[config.mk]
export PLATFORM = sky130hd
export DESIGN_NAME = pipe_hazard_ctrl
export DESIGN_NICKNAME = d
export VERILOG_FILES = /design/src/rtl/pipe_hazard_ctrl_pkg.sv /design/src/rtl/pipe_hazard_ctrl_load_use_detect.sv /design/src/rtl/pipe_hazard_ctrl.sv
export SDC_FILE = /design/constraint.sdc
export NUM_CORES = 1
export LEC_CHECK = 0
export BUFFER_PORTS_ARGS = -buffer_cell sky130_fd_sc_hd__buf_4
export CAP_MARGIN = 20
export CELL_PAD_IN_SITES_DETAIL_PLACEMENT = 0
export CELL_PAD_IN_SITES_GLOBAL_PLACEMENT = 1
export CORE_MARGIN = 2
export CORE_UTILIZATION = 40
export CTS_CLUSTER_DIAMETER = 80
export CTS_CLUSTER_SIZE = 16
export DETAILED_ROUTE_END_ITERATION = 8
export PLACE_DENSITY = 0.91
export RECOVER_POWER = 25
export SETUP_SLACK_MARGIN = 0.2
export SLEW_MARGIN = 0
export SYNTH_ARGS = -nofsm -noshare
export SYNTH_HDL_FRONTEND = slang
export SYNTH_SLANG_ARGS = --single-unit
[constraint.sdc]
create_clock -name clk -period 7.05 [get_ports clk]
set_input_delay 1.0575 -clock clk [delete_from_list [all_inputs] [get_ports clk]]
set_output_delay 1.0575 -clock clk [all_outputs]
set_load 0.1 [all_outputs]
[src/rtl/pipe_hazard_ctrl_pkg.sv]
// Shared definitions for the pipeline hazard controller.
//   - MIPS-style opcode constants seen by the hazard logic
//   - FSM state encoding for the controller
//   - small decode helpers: which opcodes read rs / rt, which touch data memory
package pipe_hazard_ctrl_pkg;

    localparam logic [5:0] OP_RTYPE = 6'b000000;
    localparam logic [5:0] OP_ADDI  = 6'b001000;
    localparam logic [5:0] OP_BEQ   = 6'b000100;
    localparam logic [5:0] OP_LW    = 6'b100011;
    localparam logic [5:0] OP_SW    = 6'b101011;

    typedef enum logic [1:0] {
        RUN      = 2'd0,
        MEM_WAIT = 2'd1,
        BR_FLUSH = 2'd2
    } state_t;

    // Instruction actually consumes the value in rs.
    function automatic logic reads_rs(input logic [5:0] op);
        return (op == OP_RTYPE) || (op == OP_ADDI) || (op == OP_BEQ) ||
               (op == OP_LW)    || (op == OP_SW);
    endfunction

    // Instruction actually consumes the value in rt (addi/lw write rt instead).
    function automatic logic reads_rt(input logic [5:0] op);
        return (op == OP_RTYPE) || (op == OP_BEQ) || (op == OP_SW);
    endfunction

    function automatic logic is_mem_op(input logic [5:0] op);
        return (op == OP_LW) || (op == OP_SW);
    endfunction

endpackage

[src/rtl/pipe_hazard_ctrl_load_use_detect.sv]
// Combinational load-use hazard detector.
// Flags a hazard when the execute-stage instruction is a load writing a
// non-zero register that the decode-stage instruction actually reads.
// Ports:
//   opcode_step_2        decode-stage opcode
//   rs, rt               decode-stage source register numbers
//   opcode_step_3        execute-stage opcode
//   out_rt_rd_mux_step_3 execute-stage destination register
//   hazard               1 = decode instruction must wait one cycle
module load_use_detect
    import pipe_hazard_ctrl_pkg::*;
(
    input  logic [5:0] opcode_step_2,
    input  logic [4:0] rs,
    input  logic [4:0] rt,
    input  logic [5:0] opcode_step_3,
    input  logic [4:0] out_rt_rd_mux_step_3,
    output logic       hazard
);

    logic producer_is_load;
    logic rs_hit;
    logic rt_hit;

    // Register 0 is hardwired to zero, so a load targeting it never produces
    // a value anyone can depend on.
    assign producer_is_load = (opcode_step_3 == OP_LW) && (out_rt_rd_mux_step_3 != 5'd0);

    // Field matches only count when the field is a real source operand;
    // otherwise an immediate/destination field would cause false stalls.
    assign rs_hit = reads_rs(opcode_step_2) && (rs == out_rt_rd_mux_step_3);
    assign rt_hit = reads_rt(opcode_step_2) && (rt == out_rt_rd_mux_step_3);

    assign hazard = producer_is_load && (rs_hit || rt_hit);

endmodule

[src/rtl/pipe_hazard_ctrl.sv]
// Pipeline hazard controller for a 5-stage pipeline.
// Resolves, in priority order: data-memory wait (freeze everything),
// taken branch in execute (flush IF/ID and ID/EX), load-use hazard
// (stall front end and inject a bubble into ID/EX).
// Ports:
//   clk, rst                  clock, asynchronous active-high reset
//   opcode_step_2, rs, rt     decode-stage instruction fields
//   opcode_step_3,
//   out_rt_rd_mux_step_3      execute-stage opcode / destination register
//   beq_taken_step_3          execute-stage beq resolved taken
//   opcode_step_4             memory-stage opcode
//   mem_ready                 data memory completes its access this cycle
//   stall_pc, stall_if_id     hold PC / IF-ID
//   bubble_id_ex              load nop into ID-EX
//   flush_if_id, flush_id_ex  clear IF-ID / ID-EX
//   freeze_all                hold every pipeline register and PC
//   mem_req                   data memory request (memory-stage lw/sw)
//   mem_timeout               sticky memory timeout error
//   stall_count, flush_count  saturating performance counters
module pipe_hazard_ctrl
    import pipe_hazard_ctrl_pkg::*;
#(
    parameter int MEM_TIMEOUT = 15,
    parameter int CNT_W       = 16
) (
    input  logic             clk,
    input  logic             rst,
    input  logic [5:0]       opcode_step_2,
    input  logic [4:0]       rs,
    input  logic [4:0]       rt,
    input  logic [5:0]       opcode_step_3,
    input  logic [4:0]       out_rt_rd_mux_step_3,
    input  logic             beq_taken_step_3,
    input  logic [5:0]       opcode_step_4,
    input  logic             mem_ready,
    output logic             stall_pc,
    output logic             stall_if_id,
    output logic             bubble_id_ex,
    output logic             flush_if_id,
    output logic             flush_id_ex,
    output logic             freeze_all,
    output logic             mem_req,
    output logic             mem_timeout,
    output logic [CNT_W-1:0] stall_count,
    output logic [CNT_W-1:0] flush_count
);

    localparam int                WAIT_W   = (MEM_TIMEOUT < 1) ? 1 : $clog2(MEM_TIMEOUT + 1);
    localparam logic [WAIT_W-1:0] WAIT_MAX = WAIT_W'(MEM_TIMEOUT);
    localparam logic [CNT_W-1:0]  CNT_MAX  = '1;

    state_t            state_q, state_d;
    logic [WAIT_W-1:0] wait_cnt_q, wait_cnt_d;
    logic              mem_timeout_q, mem_timeout_d;
    logic [CNT_W-1:0]  stall_count_q, stall_count_d;
    logic [CNT_W-1:0]  flush_count_q, flush_count_d;

    logic load_use_hit;
    logic mem_busy;

    load_use_detect u_load_use_detect (
        .opcode_step_2        (opcode_step_2),
        .rs                   (rs),
        .rt                   (rt),
        .opcode_step_3        (opcode_step_3),
        .out_rt_rd_mux_step_3 (out_rt_rd_mux_step_3),
        .hazard               (load_use_hit)
    );

    // The request tracks the memory-stage instruction regardless of state or
    // reset, so the memory sees a stable request while the pipe is frozen.
    assign mem_req  = is_mem_op(opcode_step_4);
    assign mem_busy = mem_req && !mem_ready;

    // Control decode and next state.
    always_comb begin
        stall_pc     = 1'b0;
        stall_if_id  = 1'b0;
        bubble_id_ex = 1'b0;
        flush_if_id  = 1'b0;
        flush_id_ex  = 1'b0;
        freeze_all   = 1'b0;
        state_d      = state_q;

        if (rst) begin
            // Controls stay quiet while reset is held, whatever the inputs.
            state_d = RUN;
        end else if (mem_busy) begin
            // An outstanding memory access overrides everything: nothing may
            // move, including a flush that would otherwise redirect fetch.
            freeze_all = 1'b1;
            state_d    = MEM_WAIT;
        end else begin
            case (state_q)
                BR_FLUSH: begin
                    // The instructions in decode/execute are the ones just
                    // flushed, so neither their beq nor a load-use pairing
                    // is real.
                    state_d = RUN;
                end
                default: begin
                    // RUN, or the release cycle of MEM_WAIT: the pipeline
                    // advances this cycle, so normal hazard rules apply.
                    state_d = RUN;
                    if (beq_taken_step_3) begin
                        // Branch wins over load-use: the dependent
                        // instruction is being flushed anyway.
                        flush_if_id = 1'b1;
                        flush_id_ex = 1'b1;
                        state_d     = BR_FLUSH;
                    end else if (load_use_hit) begin
                        stall_pc     = 1'b1;
                        stall_if_id  = 1'b1;
                        bubble_id_ex = 1'b1;
                    end
                end
            endcase
        end
    end

    // Memory wait tracking and performance counters.
    always_comb begin
        wait_cnt_d    = wait_cnt_q;
        mem_timeout_d = mem_timeout_q;
        stall_count_d = stall_count_q;
        flush_count_d = flush_count_q;

        // Counts consecutive frozen cycles, including the first one seen in
        // RUN; holds at the limit so it cannot wrap back below it.
        if (freeze_all) begin
            if (wait_cnt_q != WAIT_MAX) begin
                wait_cnt_d = wait_cnt_q + WAIT_W'(1);
            end
        end else begin
            wait_cnt_d = '0;
        end

        if (freeze_all && (wait_cnt_d == WAIT_MAX)) begin
            mem_timeout_d = 1'b1;
        end

        if ((stall_pc || freeze_all) && (stall_count_q != CNT_MAX)) begin
            stall_count_d = stall_count_q + CNT_W'(1);
        end

        if (flush_if_id && (flush_count_q != CNT_MAX)) begin
            flush_count_d = flush_count_q + CNT_W'(1);
        end
    end

    always_ff @(posedge clk or posedge rst) begin
        if (rst) begin
            state_q       <= RUN;
            wait_cnt_q    <= '0;
            mem_timeout_q <= 1'b0;
            stall_count_q <= '0;
            flush_count_q <= '0;
        end else begin
            state_q       <= state_d;
            wait_cnt_q    <= wait_cnt_d;
            mem_timeout_q <= mem_timeout_d;
            stall_count_q <= stall_count_d;
            flush_count_q <= flush_count_d;
        end
    end

    assign mem_timeout = mem_timeout_q;
    assign stall_count = stall_count_q;
    assign flush_count = flush_count_q;

endmodule

==> results.cfg, run 1 <==
[floorplan]
rows = 26
core_um2 = 5140
die-area_um2 = 5940
io-pin-count = 77
start_util_pct = 41.6
fp.dieH_um = 77.1
die_w_um = 77.1

[finish]
layout_commonest_cell = buf_4
drive_gt1_share_pct = 36.4
final_cell_mix = buf_4, dfrtp_1, xnor2_1, nor2_1, and3_1
nNetsFinal = 310
area_growth_syn_to_layout_pct = 32.1
final_cells = 339
fin_util_pct = 54.9
n_antenna_cell = 0
final_cell_area_um2 = 2820

[sta]
clock-skew-final_ps = 5.67
hold_ws_ps = 470
grt_setup_unrepaired = no
setup_violations = 0
hold_viol = 0
max_slew_margin_pct = 36.2
setup_slack_ps = 2900
fin_crit_ps = 4150
tns_ps = 0
slew_violations = 0
period_share_pct = 58.9
max_freq_ghz = 0.241
worst-slew-pin-transition_ps = 951

[yosys]
synth_edf_count = 0
synthArstFlopShare_pct = 100
netlist_instances = 191
synthesis.area_um2 = 2140
synthFlopType = dfrtp_1
ys_ff_latch = 39
yosysUniqueCellTypes = 37
ys_seq_area_share_pct = 45.7
yosys_warnings = 0
synth_area_per_cell_um2 = 11.2
syn_nets = 231

[flow_run]
cap_viol_max_count = 0

[cts]
clock_path_buffers = 2
worstSkewPairLatency_ps = 290
cts_tree = yes
cts_resized = 0
cts_setup_buffers = 0
hold_buffers = 0
clock-sinks = 39
path_clk_slew_ps = 70
root_buffer = clkbuf_8
cts_inserted_buffers = 5
htree_levels = 2

[detailed_routing]
drt_drc_violations_left = 0
drtPass1Iterations = 4
detail-route-antenna-nets = 0
drtIter0Drc = 67
vias = 1729
wl_per_cell_um = 14.1
routed_wl_mm = 4.77
routed_via_density = 5.10

[place]
placed_cells = 332
hpwl_mm = 3.49
placed_area_um2 = 2750
place_ws_ps = 2720
port_buffers = 75
place_congestion = 0.774

[pwr]
p_leak_nw = 1.32
power.total_mw = 0.612
p_per_area_nw_per_um2 = 217
peakVddDrop_mv = 0.215

[critical_path]
cp.required_ps = 5990
crit_buf_inv = 3
endpoint_kind = primary output
cp-start-kind = input pin
arrival_ps = 3100
slowest_stage = or4_4
crit_family = buffers and inverters
cpPeakStageDelay_ps = 530
critical_path_class = in -> out
cp_common_cell = buf_4
path_cells = buf_4 -> a2111oi_2 -> nor2_1 -> or4_4 -> a2111oi_4 -> buf_4 -> buf_4
path_max_fanout = 18

[worst_hold_path]
hp-class = reg -> reg

[global_routing]
grt_pass1_wl_mm = 8.18
antenna_found_initial = 0
grt_max_degree = 41
grt_pass1_vias = 1725
grt_overflow_total = 0
grt_usage_pct = 17.2

[outcome]
run_status = finished, final reports clean
==> synth_stat cells (2+ instances only) <==
library cell / count / area [µm²]
dfrtp_1: 39 / 976
xnor2_1: 36 / 315
nor2_1: 14 / 52.6
and3_1: 11 / 68.8
nand2_1: 10 / 37.5
nand3_1: 9 / 45.0
o211ai_2: 9 / 113
nand4_1: 6 / 37.5
xor2_1: 6 / 52.6
and2_1: 4 / 25.0
and4_1: 4 / 35.0
inv_1: 4 / 15.0
o2111ai_1: 4 / 35.0
buf_4: 3 / 22.5
buf_6: 3 / 33.8
ha_1: 3 / 37.5
nor3_1: 3 / 15.0
a21oi_1: 2 / 10.0
or4_1: 2 / 15.0
or4_4: 2 / 22.5
==> metal layers <==
layer | vias to the layer above | share of wire (%) | track usage, % | wire (µm)
li1 | 848 | - | - | -
met5 | - | 0 | 0 | 0
met2 | 57 | 46 | 27.6 | 2180
met1 | 817 | 46 | 21.8 | 2170
met4 | 0 | 2.1 | 6.79 | 99
met3 | 7 | 6.6 | 4.94 | 313
==> cell type report <==
type,instances,area (µm²)
well taps,70,87.6
multi-input cells,142,1090
inverters,4,15.0
fillers,477,2320
clock buffers,6,72.6
repair buffers,78,582
flip-flops and latches,39,976
==> cells by family after synthesis <==
kind of cell | share of synthesized area, %
fa+ha+maj | 1.76
compound gates | 12.0
flops | 45.7
xor+xnor | 17.2
buf+inv | 3.34
simple gates | 18.5
mux | 1.52
==> worst register-to-register path: cells and delay by family (launching register included) <==
family          cells  cell delay [ps]
flops               1              450
compound gates      1              750
simple gates        4              960
xor+xnor            1              150
==> state kept, by name, indices dropped and copies added, names as in the netlist <==
signal       count
state_q          2
mem_timeout      1
flush_count     16
stall_count     16
wait_cnt_q       4
==> power by group <==
part           internal (mW)  switching, mW
Combinational         0.0545          0.157
Clock                 0.0660         0.0729
Sequential             0.240         0.0215
==> path summary, 6_finish.rpt <==
path | start | to | slack [ps] | depth (start not counted)
min in group asynchronous | rst | stall_count[9] | 890 | 3
worst max-delay path | opcode_step_2[2] | stall_if_id | 2900 | 7
worst min-delay path | mem_timeout | mem_timeout | 470 | 1
max in group asynchronous | rst | stall_count[0] | 5800 | 3
worst min register to register | mem_timeout | mem_timeout | 470 | 1
worst max register to register | flush_count[2] | flush_count[9] | 4610 | 6
No activity file was read; power rests on OpenSTA's default activity.
==> run 2: changes to the inputs <==
- CORE_UTILIZATION: 40 -> 38
- PLACE_DENSITY: 0.91 -> 0.87
- clock period: 7.05 -> 4.29 ns (I/O delays scaled with it)
==> run 2 against run 1 <==
Compared with the run above:
- the run now ends with max-capacitance violations, max-slew violations left
- clock skew decreased by 0.53 ps
- register-to-register slack got worse by 2700 ps
- cell count increased by 0.88%
- worst setup slack got worse by 1700 ps
- sequential cell count unchanged
- first-iteration DRC count increased by 4.5%
- combinational power increased by 64%
- highest routed layer unchanged
- die area increased by 5.0%
- non-clock buffer count increased by 1
- critical endpoint unchanged
- global-route usage decreased by 1.6 points
- design area increased by 0.62%
==> results.cfg, run 2 (synthesis gave the netlist of run 1 again) <==
[outcome]
run_status = finished with violations
violations = max-capacitance violations, max-slew violations

[floorplan]
die_w_um = 79.0
die-area_um2 = 6240
core_um2 = 5470
io-pin-count = 77
start_util_pct = 39.0
fp.dieH_um = 79.0
rows = 27

[detailed_routing]
wl_met1_mm = 2.10
drtPass1Iterations = 4
drt_drc_violations_left = 0
route.met3.wl_um = 314
topRoutingLayerUsed = met4
drtIter0Drc = 70
vias = 1715
detail-route-antenna-nets = 0
routed_wl_mm = 4.66
wl_per_cell_um = 13.6
met2_length_mm = 2.21
routed_via_density = 5.01

[global_routing]
grt_pass1_wl_mm = 7.68
grt_max_degree = 40
antenna_found_initial = 0
grt_overflow_total = 0
grt_usage_pct = 15.5
grt_pass1_vias = 1614

[critical_path]
cp-startpoint = opcode_step_2[2]
path_max_fanout = 4
reg2reg_to = flush_count[9]
endpoint_kind = primary output
r2r_slack_ps = 1890
cp-start-kind = input pin
critical_path_class = in -> out
cp.required_ps = 3650
arrival_ps = 2460
r2r_cells = 6
r2r-start = flush_count[10]

[pwr]
p_int_mw = 0.592
seqPwrFrac_pct = 43.0
power_frac_comb_pct = 34.6
p_leak_nw = 1.33
peakVddDrop_mv = 0.550
p_sw_share_pct = 40.9
p_sw_mw = 0.410
p_per_area_nw_per_um2 = 353
clkPwrFrac_pct = 22.4

[finish]
nNetsFinal = 311
multi_input_area_um2 = 1100
final_cell_mix = buf_4, dfrtp_1, xnor2_1, nor2_1, and3_1
register_area_um2 = 976
drive_gt1_share_pct = 37.0
final_cell_area_um2 = 2840
area_growth_syn_to_layout_pct = 32.9
layout_commonest_cell = buf_4
n_antenna_cell = 0
num-fill-cells = 511

[worst_hold_path]
hold_path.startpoint = mem_timeout
hold_depth = 1
hold_end = mem_timeout
hp-class = reg -> reg

[cts]
root_buffer = clkbuf_8
hold_buffers = 0
clock_path_buffers = 2
htree_levels = 2
cts_tree = yes
cts_setup_buffers = 0
path_clk_slew_ps = 70
clock-sinks = 39
cts_inserted_buffers = 5
cts_resized = 0
worstSkewPairLatency_ps = 280

[sta]
tns_ps = 0
period_share_pct = 72.4
worst-slew-pin-transition_ps = 2110
max_slew_margin_pct = -40.4
grt_setup_unrepaired = no
hold_viol = 0
slew_violations = 40
setup_violations = 0
fin_crit_ps = 3110
max_freq_ghz = 0.322
clock-skew-final_ps = 5.15

[place]
place_congestion = 0.747
port_buffers = 75
hpwl_mm = 3.46
placed_area_um2 = 2770

[flow_run]
cap_viol_max_count = 1
[run 2: changes by cell type in the layout (fill, tap and decap cells not counted), sizes merged]
cell,change
buf,+1
[run 2: how the worst max path moves through the flow]
stage	end	slack [ps]	cells past startpoint
after global routing	stall_pc	1080	6
after detailed placement	stall_if_id	1160	6
after global placement	bubble_id_ex	1170	6
after CTS	stall_if_id	1150	6
after floorplan	stall_if_id	210	5
final	stall_if_id	1180	6
[run 2: final cells by class]
cell class              count  share of cell area [%]
clock buffers               6                    2.56
repair buffers             79                    20.7
inverters                   4                   0.529
flip-flops and latches     39                    34.4
well taps                  72                    3.17
multi-input cells         142                    38.6
[run 2: power by group through the flow]
stage / registers (mW) / clock network, mW / logic, mW
6_report: 0.431 / 0.224 / 0.347
5_1_grt: 0.437 / 0.246 / 0.362
4_1_cts: 0.430 / 0.234 / 0.351
3_5_place_dp: 0.436 / 0 / 0.351
3_3_place_gp: 0.437 / 0 / 0.347
2_1_floorplan: 0.621 / 0 / 0.0688
[run 2: through the flow]
stage | instances | util, % | hold WS (ps) | setup WS (ps) | power [mW]
after floorplan | 191 | - | 493 | 207 | 0.690
after global placement | 336 | 50.6 | 461 | 1170 | 0.783
after detailed placement | 336 | 50.6 | 467 | 1160 | 0.787
after CTS | 342 | 52.0 | 484 | 1150 | 1.02
after global routing | 342 | 51.9 | 521 | 1080 | 1.05
final | 342 | 51.9 | 479 | 1180 | 1.00
[run 2: metal layers]
metal	GRT usage [%]	up-vias
met4	5.17	0
li1	-	852
met2	24.3	56
met3	3.98	2
met5	0	-
met1	21.1	805
[run 2: worst max-delay path: stages]
cell	delay, ps
buf_4	120
a2111oi_2	350
nor2_1	70
or4_4	530
a2111oi_4	390
buf_4	360
